<file path="src/rtl/mem_req_arbiter.sv">
// mem_req_arbiter: round-robin arbiter that serialises NREQ memory requesters
// (I/D ports of each core) onto a single RAM port. One transaction at a time;
// each requester sees a combinational wait until its own access completes.
module mem_req_arbiter #(
    parameter int NREQ = 4,
    parameter int AW   = 32,
    parameter int DW   = 32,
    localparam int IW  = (NREQ > 1) ? $clog2(NREQ) : 1
) (
    input  logic               CLK,
    input  logic               RST,
    input  logic [NREQ-1:0]    reqREN,
    input  logic [NREQ-1:0]    reqWEN,
    input  logic [NREQ*AW-1:0] reqaddr,
    input  logic [NREQ*DW-1:0] reqstore,
    output logic [DW-1:0]      reqload,
    output logic [NREQ-1:0]    reqwait,
    output logic               ramREN,
    output logic               ramWEN,
    output logic [AW-1:0]      ramaddr,
    output logic [DW-1:0]      ramstore,
    input  logic [DW-1:0]      ramload,
    input  logic [1:0]         ramstate,
    output logic [IW-1:0]      grant_id,
    output logic               busy,
    output logic               err
);

    localparam logic [1:0] RS_ACCESS = 2'd2;
    localparam logic [1:0] RS_ERROR  = 2'd3;

    typedef enum logic {IDLE, GRANT} state_t;

    state_t          r_state, w_state_nxt;
    logic [IW-1:0]   r_grant, w_grant_nxt;
    logic [IW-1:0]   r_rr, w_rr_nxt;
    logic [IW-1:0]   w_sel;
    logic            w_any;
    logic [NREQ-1:0] w_req;
    logic            w_gren, w_gwen, w_greq, w_done;
    logic [AW-1:0]   w_gaddr;
    logic [DW-1:0]   w_gstore;

    assign w_req    = reqREN | reqWEN;
    assign grant_id = r_grant;

    // Round-robin pick: first requester at or above rr_ptr, then wrap to those below it
    always_comb begin
        w_sel = '0;
        w_any = 1'b0;
        for (int i = 0; i < NREQ; i++) begin
            if (!w_any && w_req[i] && (IW'(i) >= r_rr)) begin
                w_any = 1'b1;
                w_sel = IW'(i);
            end
        end
        for (int i = 0; i < NREQ; i++) begin
            if (!w_any && w_req[i] && (IW'(i) < r_rr)) begin
                w_any = 1'b1;
                w_sel = IW'(i);
            end
        end
    end

    // Mux the granted requester's live strobes, address and store data
    always_comb begin
        w_gren   = 1'b0;
        w_gwen   = 1'b0;
        w_gaddr  = '0;
        w_gstore = '0;
        for (int i = 0; i < NREQ; i++) begin
            if (r_grant == IW'(i)) begin
                w_gren   = reqREN[i];
                w_gwen   = reqWEN[i];
                w_gaddr  = reqaddr[i*AW +: AW];
                w_gstore = reqstore[i*DW +: DW];
            end
        end
    end

    assign w_greq = w_gren | w_gwen;
    assign w_done = (r_state == GRANT) && w_greq &&
                    ((ramstate == RS_ACCESS) || (ramstate == RS_ERROR));

    // RAM-side and requester-side outputs; everything idles to zero outside GRANT
    always_comb begin
        ramREN   = 1'b0;
        ramWEN   = 1'b0;
        ramaddr  = '0;
        ramstore = '0;
        busy     = 1'b0;
        err      = 1'b0;
        reqload  = '0;
        for (int i = 0; i < NREQ; i++)
            reqwait[i] = w_req[i] & ~(w_done && (r_grant == IW'(i)));
        if (r_state == GRANT) begin
            ramWEN   = w_gwen;
            ramREN   = w_gren & ~w_gwen;  // write wins when both strobes are set
            ramaddr  = w_gaddr;
            ramstore = w_gstore;
            busy     = 1'b1;
            if (w_done) begin
                reqload = ramload;
                err     = (ramstate == RS_ERROR);
            end
        end
    end

    // Next-state: arbitrate in IDLE, hold the grant until done or abort
    always_comb begin
        w_state_nxt = r_state;
        w_grant_nxt = r_grant;
        w_rr_nxt    = r_rr;
        case (r_state)
            IDLE: begin
                if (w_any) begin
                    w_state_nxt = GRANT;
                    w_grant_nxt = w_sel;
                end
            end
            GRANT: begin
                if (w_done) begin
                    w_state_nxt = IDLE;
                    // completed requester drops to lowest priority
                    w_rr_nxt    = (r_grant == IW'(NREQ-1)) ? '0 : r_grant + IW'(1);
                end else if (!w_greq) begin
                    w_state_nxt = IDLE;  // abort keeps the old priority pointer
                end
            end
            default: w_state_nxt = IDLE;
        endcase
    end

    // State, grant and priority registers
    always_ff @(posedge CLK or posedge RST) begin
        if (RST) begin
            r_state <= IDLE;
            r_grant <= '0;
            r_rr    <= '0;
        end else begin
            r_state <= w_state_nxt;
            r_grant <= w_grant_nxt;
            r_rr    <= w_rr_nxt;
        end
    end

endmodule
</file>
<file path="config.mk">
export PLATFORM = sky130hd
export DESIGN_NAME = mem_req_arbiter
export DESIGN_NICKNAME = d
export VERILOG_FILES = /design/src/rtl/mem_req_arbiter.sv
export SDC_FILE = /design/constraint.sdc
export NUM_CORES = 1
export LEC_CHECK = 0
export ABC_CLOCK_PERIOD_IN_PS = 2300
export CAP_MARGIN = 20
export CORE_AREA = 2 2 157 159
export CTS_CLUSTER_DIAMETER = 120
export DETAILED_ROUTE_END_ITERATION = 8
export DIE_AREA = 0 0 159 161
export GPL_TIMING_DRIVEN = 0
export PLACE_DENSITY = 0.55
export SLEW_MARGIN = 0
export SYNTH_ARGS = -nofsm -noshare
export SYNTH_HDL_FRONTEND = slang
export SYNTH_SLANG_ARGS = --single-unit
</file>
<file path="constraint.sdc">
create_clock -name CLK -period 2.3 [get_ports CLK]
set_clock_uncertainty 0.1 [all_clocks]
set_input_delay 0.345 -clock CLK [delete_from_list [all_inputs] [get_ports CLK]]
set_output_delay 0.345 -clock CLK [all_outputs]
set_load 0.1 [all_outputs]
</file>
==> results.toml <==
[critical_path]
crit_type = "flip-flop to primary output"
reg2reg_from = "grant_id[0]"
cp_max_fo = 6
critPathCaptureType = "primary output"
critPathRequiredTime_ns = 1.86
reg2reg_to = "r_rr[1]"
cp.arrival_ns = 2.28
reg2reg_slack_ns = 0.06
worstSetupStartpointType = "flip-flop"
ff2ff_path_depth = 7

[yosys]
syn_nets = 762
synthTopCellsByArea = "a211o_1, a221oi_1, a21boi_1"
synth.most_common_cell = "inv_1"
synth_common_cells = "inv_1, a211o_1, a21boi_1, a221oi_1, nand2_1"
ys_ff_latch = 5
syn-instance-count = 458
syn_area_um2 = 3000
async_flop_share = 1.00
synth_top_area_cell = "a211o_1"
synth.distinct_cells = 29
ys_seq_area_frac = 0.0417
avgSynthCellArea_um2 = 6.55
ys_warn_count = 0
synth_flop_cell = "dfrtp_1"
synth_top_area_frac = 0.187
synth-edff-count = 0

[placed_design]
dp_hpwl_um = 18800
placed_cell_area_um2 = 8450
port_buffers = 405
gp_congestion = 0.823

[die]
start_util = 0.125
die-area_um2 = 25600
die_y_um = 161
fp-row-count = 57
core_area_um2 = 24000
die_w_um = 159
pin_count = 406

[grt]
grt_first_pass_wirelength_um = 34300
track_usage = 0.171
gr-total-overflow = 0
grt_pass1_vias = 5708
use_met2 = 0.319
use_met3 = 0.0378
grt_max_degree = 11
met1_usage = 0.204
grt-busiest-layer = "met2"
antenna_found_initial = 1

[detailed_routing]
vias = 5392
wire_per_inst_um = 19.7
routed_via_density = 4.47
firstDrtPassIters = 5
wl_um = 23800
drtIter0Drc = 222
antenna_left = 0
drc = 0

[sta]
fin_crit_sh = 1.19
postLayoutSetupSlackWorst_ns = -0.429
fin_crit_ns = 2.73
rsz0062_at_grt = "yes"
finalHoldViolCount = 0
fin_tns_setup_ns = -38.57
timing.fmax_mhz = 366
worst_pin_slew_ns = 0.984
slew_headroom = 0.346
setup_violations = 103
drv_slew = 0

[cts]
cts_hold_buffers = 0
clock-sinks = 5
cts_tree = "built"
cts_root_buf = "clkbuf_16"
cts_max_path_buffers = 2
clkLatencyLatePin_ns = 0.22
clk_pin_slew_ns = 0.03
cts_buffers = 3
htreeDepth = 1

[status]
status = "finished with violations"
violations = "negative setup slack"

[hold_path]
hold_path.class = "primary input to async pin"

[final_layout]
fin_nets = 1187
fin_area_um2 = 10000
syn_to_final_growth_pct = 235
nFillCells = 2404
drive_gt1_frac = 0.339
num_antenna_cells = 0

[flow_run]
cap_violations = 0
-- registers in the layout (all words and copies together) (netlist names) --
| name | flops |
|---|---|
| r_rr | 2 |
| r_state | 1 |
| grant_id | 2 |
-- what timing repair did --
action | 4_1_cts | 5_1_grt
resized for setup | 972 | 31
buffers inserted | 7 | 7
gates cloned | 1 | 3
pin swaps | 55 | 45
endpoints found under the hold margin | 0 | 0
endpoints found under the setup margin | 108 | 105
-- worst max-delay path by stage --
| stage | from | cells past startpoint | endpoint | slack (ns) |
|---|---|---|---|---|
| after global placement | grant_id[0] | 8 | reqload[20] | -1.38 |
| after detailed placement | grant_id[0] | 8 | reqload[20] | -1.37 |
| after global routing | grant_id[0] | 9 | ramaddr[29] | -0.55 |
| after CTS | grant_id[0] | 10 | reqload[20] | -0.48 |
| after floorplan | grant_id[1] | 8 | ramaddr[26] | -0.44 |
| final | grant_id[0] | 9 | ramaddr[29] | -0.43 |
-- worst max-delay path: stages, from the launching register on --
cell and delay [ns]:
dfrtp_4 0.52, inv_4 0.10, ha_4 0.15, nor2b_4 0.20
buf_12 0.18, buf_12 0.13, a221oi_4 0.05, a211o_1 0.33
a21boi_4 0.19, buf_12 0.19
-- routing by layer --
metal / part of all wire / vias to the layer above
met3: 0.069 / 30
met2: 0.52 / 285
li1: - / 2539
met4: 0.016 / 2
met1: 0.40 / 2536
met5: 0.00055 / -
-- kinds of logic (layout without fill, tap and decap cells) --
group | after synthesis | after routing | synth area share
simple gates | 110 | 110 | 0.174
buf+inv | 123 | 547 | 0.167
flops | 5 | 5 | 0.0417
mux | 3 | 3 | 0.0134
compound gates | 213 | 213 | 0.586
fa+ha+maj | 4 | 4 | 0.0167
-- stage by stage --
| step | hold slack, ns | setup WS (ns) | utilization | cells |
|---|---|---|---|---|
| 6_report | 0.238 | -0.429 | 0.419 | 1206 |
| 5_1_grt | 0.272 | -0.548 | 0.419 | 1206 |
| 4_1_cts | 0.254 | -0.475 | 0.407 | 1199 |
| 3_5_place_dp | 0.492 | -1.37 | 0.353 | 1187 |
| 3_3_place_gp | 0.491 | -1.38 | 0.353 | 1187 |
| 2_1_floorplan | 0.0235 | -0.445 | - | 458 |
-- layout by cell type, fill, tap and decap left out, drive strengths merged --
cell type	Yosys	layout
dlygate4sd2	0	3
a21oi	7	7
o211a	1	1
inv	68	68
dfrtp	5	5
ha	4	4
a211oi	3	3
nor2b	2	2
buf	22	138
clkdlybuf4s50	0	299
nor2	5	5
a21boi	64	64
a221oi	65	65
nor3b	2	2
o32ai	2	2
a41o	1	1
and3b	1	1
mux2	2	2
a22o	1	1
a22oi	1	1
a21o	2	2
a211o	64	64
nand3b	2	2
o21ai	2	2
and2	34	34
mux2i	1	1
clkbuf	33	39
nand2	64	64
-- final cells by class --
class	instances	area, um2	share of cell area
timing repair buffer	422	5310	0.529
inverter	68	260	0.0259
tap	324	405	0.0404
multi-input combinational	330	3400	0.339
buffer	53	442	0.0440
sequential	5	134	0.0133
clock buffer	4	78.8	0.00786
Power is not shown: default switching activity piles up to over one toggle a cycle in this logic, so the estimate is an artifact.
